File: src/rtl/alu_share_arbiter.sv
// ---------------------------------------------------------------------------
// alu_share_arbiter: round-robin sharing of one combinational ALU between
// NUM_REQ requesters with a one-entry result buffer. Option: ALU_ARB_PERF_EN
// Revision: 1.0
// ---------------------------------------------------------------------------
`default_nettype none

module alu_share_arbiter #(
  parameter int NUM_REQ = 2,
  localparam int IDW = (NUM_REQ > 1) ? $clog2(NUM_REQ) : 1
) (
  input  logic                    clk,
  input  logic                    rst_n,
  input  logic [NUM_REQ-1:0]      req_valid,
  output logic [NUM_REQ-1:0]      req_ready,
  input  logic [32*NUM_REQ-1:0]   req_op1,
  input  logic [32*NUM_REQ-1:0]   req_op2,
  input  logic [4*NUM_REQ-1:0]    req_alu_ops,
  output logic [31:0]             alu_op1,
  output logic [31:0]             alu_op2,
  output logic [3:0]              alu_ops,
  input  logic [31:0]             alu_out,
  output logic                    resp_valid,
  input  logic                    resp_ready,
  output logic [IDW-1:0]          resp_id,
  output logic [31:0]             resp_data
`ifdef ALU_ARB_PERF_EN
  ,
  output logic [31:0]             perf_conflict_cnt
`endif
);

  localparam logic [IDW-1:0] c_last_id = IDW'(NUM_REQ - 1);

  typedef enum logic [0:0] {
    ST_EMPTY = 1'b0,
    ST_FULL  = 1'b1
  } state_t;

  state_t          r_state, w_state_nxt;
  logic [IDW-1:0]  r_rr_ptr;
  logic [IDW-1:0]  r_resp_id;
  logic [31:0]     r_resp_data;

  logic            w_accept_en;
  logic            w_gnt_found;
  logic [IDW-1:0]  w_gnt_id;
  logic [IDW-1:0]  w_scan_id;
  logic            w_accept;

  logic [31:0]     w_op1 [NUM_REQ];
  logic [31:0]     w_op2 [NUM_REQ];
  logic [3:0]      w_ops [NUM_REQ];

  for (genvar i = 0; i < NUM_REQ; i++) begin : g_unpack
    assign w_op1[i] = req_op1[32*i +: 32];
    assign w_op2[i] = req_op2[32*i +: 32];
    assign w_ops[i] = req_alu_ops[4*i +: 4];
  end

  assign resp_valid  = (r_state == ST_FULL);
  assign resp_id     = r_resp_id;
  assign resp_data   = r_resp_data;
  assign w_accept_en = !resp_valid || resp_ready;

  // Scan starts at the round-robin pointer and wraps at the last requester.
  always_comb begin
    w_gnt_found = 1'b0;
    w_gnt_id    = '0;
    w_scan_id   = r_rr_ptr;
    for (int k = 0; k < NUM_REQ; k++) begin
      if (!w_gnt_found && req_valid[w_scan_id]) begin
        w_gnt_found = 1'b1;
        w_gnt_id    = w_scan_id;
      end
      w_scan_id = (w_scan_id == c_last_id) ? '0 : w_scan_id + IDW'(1);
    end
  end

  assign w_accept = w_accept_en && w_gnt_found;

  always_comb begin
    req_ready = '0;
    alu_op1   = '0;
    alu_op2   = '0;
    alu_ops   = '0;
    if (w_accept) begin
      req_ready[w_gnt_id] = 1'b1;
      alu_op1             = w_op1[w_gnt_id];
      alu_op2             = w_op2[w_gnt_id];
      alu_ops             = w_ops[w_gnt_id];
    end
  end

  always_comb begin
    w_state_nxt = r_state;
    case (r_state)
      ST_EMPTY: if (w_accept) w_state_nxt = ST_FULL;
      ST_FULL:  if (!w_accept && resp_ready) w_state_nxt = ST_EMPTY;
      default:  w_state_nxt = ST_EMPTY;
    endcase
  end

  always_ff @(posedge clk or negedge rst_n) begin
    if (!rst_n) begin
      r_state <= ST_EMPTY;
    end else begin
      r_state <= w_state_nxt;
    end
  end

  always_ff @(posedge clk or negedge rst_n) begin
    if (!rst_n) begin
      r_resp_data <= '0;
      r_resp_id   <= '0;
      r_rr_ptr    <= '0;
    end else if (w_accept) begin
      r_resp_data <= alu_out;
      r_resp_id   <= w_gnt_id;
      r_rr_ptr    <= (w_gnt_id == c_last_id) ? '0 : w_gnt_id + IDW'(1);
    end
  end

`ifdef ALU_ARB_PERF_EN
  logic [31:0] r_perf_cnt;
  logic        w_conflict;

  // Contention: several requesters at once, or any requester blocked by a full buffer.
  assign w_conflict = ($countones(req_valid) > 1) || ((|req_valid) && !w_accept_en);

  always_ff @(posedge clk or negedge rst_n) begin
    if (!rst_n) begin
      r_perf_cnt <= '0;
    end else if (w_conflict && (r_perf_cnt != 32'hFFFF_FFFF)) begin
      r_perf_cnt <= r_perf_cnt + 32'd1;
    end
  end

  assign perf_conflict_cnt = r_perf_cnt;
`endif

endmodule

`default_nettype wire

File: config.mk
export PLATFORM = sky130hd
export DESIGN_NAME = alu_share_arbiter
export DESIGN_NICKNAME = d
export VERILOG_FILES = /design/src/rtl/alu_share_arbiter.sv
export SDC_FILE = /design/constraint.sdc
export NUM_CORES = 1
export LEC_CHECK = 0
export CORE_AREA = 2 2 109 111
export CTS_CLUSTER_DIAMETER = 40
export CTS_CLUSTER_SIZE = 10
export DETAILED_ROUTE_END_ITERATION = 10
export DIE_AREA = 0 0 111 113
export PLACE_DENSITY_LB_ADDON = 0.15
export SYNTH_ARGS = -nofsm -noshare
export SYNTH_HDL_FRONTEND = slang
export SYNTH_SLANG_ARGS = --single-unit
File: constraint.sdc
create_clock -name clk -period 1.9 [get_ports clk]
set_input_delay 0.38 -clock clk [delete_from_list [all_inputs] [get_ports clk]]
set_output_delay 0.38 -clock clk [all_outputs]
set_load 0.01 [all_outputs]
Word-level counts from Yosys, hierarchy flattened:

Cells that the tools add are included.

* shift operators: 0
* bitwise operators: 2
* divide/modulo/power cells: 0
* reductions and logical operators: 8
* muxes and demuxes: 28
* order comparisons: 5
* equality and inequality tests: 0
* $add $sub $neg: 2
* $mul: 0

Operators with widths (count)
* $mux 32: 8
* $mux 4: 4
* $mux 1: 13
* $lt 1x2->1 const B: 3
* $logic_and 1x1->1: 4
* $logic_not 1->1: 3
* $add 1x1->1 const B: 2
* $ge 2x2->1 const B: 1
* $mux 2: 1
* $not 1->2: 1
* $pmux 1 s2: 1
* $demux 1 s1: 1
* $ge 1x1->1 const B: 1
* $logic_or 1x1->1: 1
* $not 1->1: 1

* bits of input ports: 173
* output and inout bits: 104
* RAM bits: 0
* logic and storage cells: 49
* register bits: 35
* memories: 0
* memory bits (read-only): 0
* latch bits: 0

Longest topological paths before layout:

Gate-level depths: netlist of run 1.

* word-level depth: 11
* depth in mapped cells: 5
* depth with buffers taken out: 3

Worst setup path after synthesis of run 1:

Ideal clock, no wire load.

* path kind: input to output
* start point: input port resp_ready
* end point: output port alu_op1[30]
* setup slack: 305 ps
* required time: 1520 ps
* arrival: 1215 ps
* path buffers: 2
* stages: 5
* cells stage by stage: nand2b_4 -> and3_1 -> buf_6 -> buf_6 -> a22o_1

* longest elaborated chain between the ends: 3

RTL lines
* start, declared: RTL line 24 `input logic resp_ready,`
* $logic_or 1x1->1: RTL line 64 `assign w_accept_en = !resp_valid || resp_ready;`
* $logic_and 1x1->1: RTL line 80 `assign w_accept = w_accept_en && w_gnt_found;`
* $mux 32: RTL line 87 `if (w_accept) begin`
* end, declared: RTL line 19 `output logic [31:0] alu_op1,`

Every way passes these cells.

Worst setup path after layout of run 1:

* start point: register r_rr_ptr
* end point: output port alu_op1[6]

* longest elaborated chain between the ends: 11
* elaborated cells between the ends (all ways): 18
* those cells by class: add/sub (1); mux (13); bitwise (1); reduce/logical (3)

RTL lines
* start, declared: RTL line 41 `logic [IDW-1:0] r_rr_ptr;`
* start signal, assigned: RTL line 120 `r_rr_ptr <= (w_gnt_id == c_last_id) ? '0 : w_gnt_id + IDW'(1);`
* $add 1x1->1 or $mux 1 (tied branches): RTL line 76, 72
* $mux 1, on equally long branches: RTL line 76, 72
* $mux 1 (not written as such): RTL line 72 `if (!w_gnt_found && req_valid[w_scan_id]) begin`
* $mux 1 (not written as such) or $logic_not 1->1 (tied branches): RTL line 72
* $logic_and 1x1->1: RTL line 72
* $mux 1: RTL line 72
* $not 1->2 (not written as such): RTL line 89 `alu_op1 = w_op1[w_gnt_id];`
* $mux 32 (not written as such) (3 in a row): RTL line 89
* $mux 32 (*): RTL line 87

Mark *: on every way between the ends. The rest lies on a longest branch, timed or not. The select of a mux whose other input is x is not followed.

==> results of run 1 <==
==> sequential cells by signal (all words and copies together) (netlist names) <==
register and cells:
resp_id 1, resp_valid 1, r_rr_ptr 1, resp_data 32
==> logic make-up (layout without fill, tap and decap cells) <==
family                 count (synthesis)  in the layout  share of synthesized area [%]
muxes                                 32             32                           17.4
other                                  0              2                              0
buffers and inverters                 19            325                           7.93
and+or+nand+nor                        7              7                           2.12
AOI/OAI and AO/OA                     72             72                           30.1
DFF                                   35             35                           42.4
==> worst max-delay path: stages (launching register included) <==
cell and delay [ns]:
dfrtp_1 0.35, buf_6 0.10, nand2_2 0.05, and3_4 0.20
buf_6 0.13, buf_12 0.13, buf_16 0.13, a22o_1 0.18
buf_2 0.14
==> report_power, final <==
group	switching (mW)	leakage (nW)	internal, mW
logic	0.495	1.91	0.958
clock network	0.319	0.0804	0.623
registers	0.0522	0.408	0.849
total	0.867	2.40	2.43
==> synth_stat cells <==
library cell,count
nand2_1,2
buf_2,8
nand2b_4,1
dfrtp_1,35
a22o_1,68
o21ai_0,1
a21o_1,2
mux2_2,32
buf_6,11
and3_1,2
nor2_1,1
o21a_1,1
nand2b_1,1
==> per-layer routing <==
metal  vias to the layer above  GRT usage (%)  routed length (µm)
met5                         -              0                   0
met4                         0           4.67                 228
met3                        19           5.84                 969
met2                       148           32.7                6250
met1                      1283           17.2                3870
li1                       1272              -                   -
==> how the worst min path moves through the flow <==
stage | from | to | slack [ns] | depth (start not counted)
6_report | rst_n | resp_data[16] | 0.13 | 2
5_1_grt | rst_n | resp_data[4] | 0.17 | 2
4_1_cts | rst_n | resp_data[4] | 0.15 | 2
3_5_place_dp | rst_n | resp_data[1] | 0.45 | 2
3_3_place_gp | rst_n | resp_data[5] | 0.45 | 2
2_1_floorplan | rst_n | r_rr_ptr | 0.08 | 0
==> area by class of cell <==
class                   count  area [µm²]
diodes                      2        5.00
well taps                 143         179
fillers                  1069        5890
multi-input cells         111        1040
clock inverters             3        46.3
repair buffers            317        3110
clock buffers               5         125
flip-flops and latches     35         876
==> cells in the final DEF (no fill, tap or decap), drive strengths merged <==
master	count
o21ai	1
and3	2
nand2	2
clkbuf	6
nor2	1
diode	2
clkdlybuf4s50	202
a21o	2
inv	1
nand2b	2
a22o	68
o21a	1
buf	110
bufbuf	1
dlygate4sd2	3
clkinvlp	1
dfrtp	35
bufinv	1
mux2	32
==> timing repair <==
item | CTS | global route
endpoints found under the setup margin | 70 | 69
endpoints found under the hold margin | 0 | 0
pin swaps | 25 | 5
buffers inserted | 19 | 1
gates resized for setup | 319 | 7
hold buffers | 0 | 0
cloned | 9 | 1
==> reports/metrics.cfg, run 1 <==
[status]
status = complete, but fails checks
violations = setup timing

[floorplan]
fp-row-count = 39
die_height_um = 113
start_util_pct = 18.3
pin_count = 277
dieArea_um2 = 12500
fp.dieW_um = 111
core-area_um2 = 11300

[critical_path]
regToRegSetupSlack_ns = 0.36
crit_start = r_rr_ptr
rr_worst_depth = 6
r2r-end = resp_data[25]
path_max_fanout = 8
end_kind = primary output
worstSetupEndpoint = alu_op1[6]
worstSetupPathType = reg -> out
critPathArrivalTime_ns = 1.70
timing.rr.start = resp_valid
worstPathRequired_ns = 1.52
critPathLaunchType = register

[global_routing]
grt-ovfl-total = 0
antenna_found_initial = 2
grt_pass1_vias = 2908
grt_first_pass_wirelength_mm = 16.5
grt_util_all_layers_pct = 16.9
grt_max_degree = 36

[power_and_ir_drop]
ir_drop_uv = 551
p_per_area_nw_per_um2 = 612
power.total_mw = 3.30
power_leakage_nw = 2.40

[finish]
nets = 643
drive_gt1_share_pct = 33.1
area_growth_pct = 160
final_cell_area_um2 = 5380
fin_util_pct = 47.8
instances_no_fill = 616

[timing]
min_period_ns = 2.08
rsz0062_at_grt = yes
skew_ns = 0.00574
fmax_mhz = 482
setup_ws_ns = -0.176
finalSetupTns_ns = -8.48
setup_violations = 68
slew-limit-headroom_pct = 71.0
tightest_slew_ns = 0.436
hold_violations = 0
hold_ws_ns = 0.132
maxSlewViolCount = 0
fin_crit_sh_pct = 109

[yosys]
syn-instance-count = 165
yosysWarningCount = 0
syn_avg_cell_area_um2 = 12.5
yosysTopAreaCell = dfrtp_1
ys_types = 13
synthTopCellsByArea = dfrtp_1 (42%), a22o_1 (29%), mux2_2 (17%)
yosysSeqAreaShare_pct = 42.4
synth_top_area_share_pct = 42.4
synth_seq_cells = 35
syn_area_um2 = 2070
syn-num-nets = 338

[clocking]
cts.htree.levels = 2
cts_tree = built
clk_pin_slew_ns = 0.06
clk-insertion-delay-late_ns = 0.28
cts_root_buffer = clkbuf_16
numCtsBuffers = 5
clk_path_buf_depth = 2
clkSinkCount = 35

[placement]
hpwl_mm = 8.44
placed_cells = 577
gp_congestion = 0.832
place_area_um2 = 4980
io_buffer_count = 276
pre_cts_ws_ns = -0.689

[route]
vias = 2722
drt-initial-drc-count = 129
detail_route.wl_per_cell_um = 18.4
drtPass1Iterations = 4
via_per_inst = 4.42
drt-total-wl_mm = 11.3
drtAntennaViolNets = 0
drc_errors = 0

[flow_run]
maxCapViolations = 0

[hold_path]
min_path_type = in -> async

Note: power is estimated with default switching activity, not from simulation.
==> inputs of run 2 (changes only) <==
--- a/config.mk
+++ b/config.mk
@@ -5,6 +5,7 @@
 export SDC_FILE = /design/constraint.sdc
 export NUM_CORES = 1
 export LEC_CHECK = 0
+export CAP_MARGIN = 20
 export CORE_AREA = 2 2 109 111
 export CTS_CLUSTER_DIAMETER = 40
 export CTS_CLUSTER_SIZE = 10
==> results of run 2 <==
Final layout, timing and power as in run 1 (identical DEF).
==> inputs of run 3 (changes only) <==
--- a/config.mk
+++ b/config.mk
@@ -6,11 +6,12 @@
 export NUM_CORES = 1
 export LEC_CHECK = 0
 export CAP_MARGIN = 20
-export CORE_AREA = 2 2 109 111
+export CORE_AREA = 2 2 107 109
+export CTS_BUF_LIST = sky130_fd_sc_hd__clkbuf_8
 export CTS_CLUSTER_DIAMETER = 40
 export CTS_CLUSTER_SIZE = 10
 export DETAILED_ROUTE_END_ITERATION = 10
-export DIE_AREA = 0 0 111 113
+export DIE_AREA = 0 0 109 111
 export PLACE_DENSITY_LB_ADDON = 0.15
 export SYNTH_ARGS = -nofsm -noshare
 export SYNTH_HDL_FRONTEND = slang
==> run 3 against run 2 <==
Compared with the run above:
- the run still ends with setup timing left
- die area decreased by 3.5%
- core utilization increased by 0.32 points
- total power is 7.1% lower
- global-route usage grew 1.8 points
- clock power down 25%
- sequential share of layout area is 0.18 points higher
- sequential cell count is the same
==> reports/metrics.cfg, run 3 (same netlist as run 1, synthesis figures left out) <==
[floorplan]
pin_count = 277
fp-row-count = 39
die_height_um = 111
start_util_pct = 18.7
fp.dieW_um = 109
core-area_um2 = 11100
dieArea_um2 = 12100

[global_routing]
antenna_found_initial = 1
grt_util_all_layers_pct = 18.7
grt_first_pass_wirelength_mm = 16.9
grt_max_degree = 36
use_met3_pct = 5.23
use_met2_pct = 34.5
grt-ovfl-total = 0
grt_pass1_vias = 2966
use_met1_pct = 21.3
grt_busiest_layer = met2

[power_and_ir_drop]
power.total_mw = 3.06
p_per_area_nw_per_um2 = 575
ir_drop_uv = 478
power_leakage_nw = 2.38

[timing]
min_period_ns = 2.14
finalSetupTns_ns = -10.45
setup_ws_ns = -0.242
fmax_mhz = 467
tightest_slew_ns = 0.456
rsz0062_at_grt = yes
slew-limit-headroom_pct = 69.6
maxSlewViolCount = 0
setup_violations = 69
fin_crit_sh_pct = 113
skew_ns = 0.00271
hold_violations = 0

[clocking]
clkSinkCount = 35
clk_pin_slew_ns = 0.07
numCtsBuffers = 5
clk_path_buf_depth = 2
cts_root_buffer = clkbuf_8
clk-insertion-delay-late_ns = 0.28
cts.htree.levels = 2
cts_tree = built

[critical_path]
slowest_delay_ns = 0.40
worstPathCellList = nand2b_4, and3_4, buf_6, buf_6, buf_16, a22o_1, buf_2
worstPathRequired_ns = 1.52
regToRegSetupSlack_ns = 0.42
path_max_fanout = 8
crit_buf_inv = 4
critPathArrivalTime_ns = 1.76
end_kind = primary output
critPathLaunchType = register
slowest_stage = dfrtp_1
crit_path_frequent_cell = buf_6
worstSetupPathType = reg -> out
cpLargestDelayFamily = buffers and inverters

[placement]
place_area_um2 = 5040
hpwl_mm = 8.96
io_buffer_count = 276
gp_congestion = 0.868

[route]
drt-initial-drc-count = 96
drtAntennaViolNets = 0
via_per_inst = 4.52
vias = 2767
drtPass1Iterations = 4
drt-total-wl_mm = 11.9
detail_route.wl_per_cell_um = 19.4
drc_errors = 0

[status]
violations = setup timing
status = complete, but fails checks

[hold_path]
min_path_type = reg -> reg

[finish]
area_growth_pct = 158
fill_cells = 1033
final_cell_area_um2 = 5330
final_common_cell = clkdlybuf4s50_1
largest_register_ff_count = 32
regArea_um2 = 876
nets = 640
drive_gt1_share_pct = 34.2
multi_input_area_um2 = 1120
mostFrequentLayoutCells = clkdlybuf4s50_1 (203), a22o_1 (61), buf_2 (57), dfrtp_1 (35), mux2_2 (32)

[flow_run]
maxCapViolations = 0

-- run 3: cell count changes in the layout (fill, tap and decap cells not counted), moves of 2 or more --
cell,delta
a22o_1,-7
a22o_4,+7
buf_12,+2
buf_2,-4
buf_4,+5
buf_6,-4
clkbuf_16,-6
clkbuf_8,+6
-- run 3: worst paths after layout --
kind / cells after the start / end / from
min reg2reg: 1 / resp_id / resp_id
max reg2reg: 5 / resp_data[20] / resp_valid
max: 7 / alu_op1[6] / r_rr_ptr
min in group asynchronous: 2 / resp_data[13] / rst_n
max in group asynchronous: 2 / resp_valid / rst_n
min: 1 / resp_id / resp_id
-- run 3: report_power, final --
part,switching [mW],internal (mW),total [mW]
sequential,0.0512,0.847,0.899
clock,0.278,0.425,0.703
combinational,0.515,0.945,1.46
total,0.844,2.22,3.06
-- run 3: area by class of cell --
class                   count  share of cell area (%)
clock inverters             2                   0.658
multi-input cells         112                    21.0
repair buffers            313                    57.0
clock buffers               6                    1.55
flip-flops and latches     35                    16.4
well taps                 143                    3.36
diodes                      1                  0.0470
-- run 3: metrics by stage --
| step | instances | setup WS [ns] | hold slack, ns | utilization (%) |
|---|---|---|---|---|
| detailed placement | 581 | -0.783 | 0.474 | 45.5 |
| CTS | 611 | -0.238 | 0.498 | 47.4 |
| global route | 612 | -0.319 | 0.531 | 48.1 |
| global placement | 581 | -0.784 | 0.465 | 45.5 |
| floorplan | 165 | 0.305 | 0.0844 | - |
| finish | 612 | -0.242 | 0.490 | 48.1 |
-- run 3: routing by layer --
metal,vias to the layer above,routed length [µm]
met1,1341,4510
li1,1269,-
met5,-,0
met4,0,96
met2,147,6130
met3,10,1110
-- run 3: worst reg2reg max path: stages (launching register included) --
cell,delay (ns)
dfrtp_1,0.41
nand2b_4,0.09
buf_4,0.11
o21a_1,0.15
buf_12,0.20
mux2_2,0.39
-- run 3: what timing repair did --
action | 4_1_cts | 5_1_grt
pin swaps | 56 | 9
setup buffers | 14 | 2
gates resized for setup | 309 | 16
hold buffers | 0 | 0
cloned | 8 | 0
endpoints found under the setup margin | 70 | 69
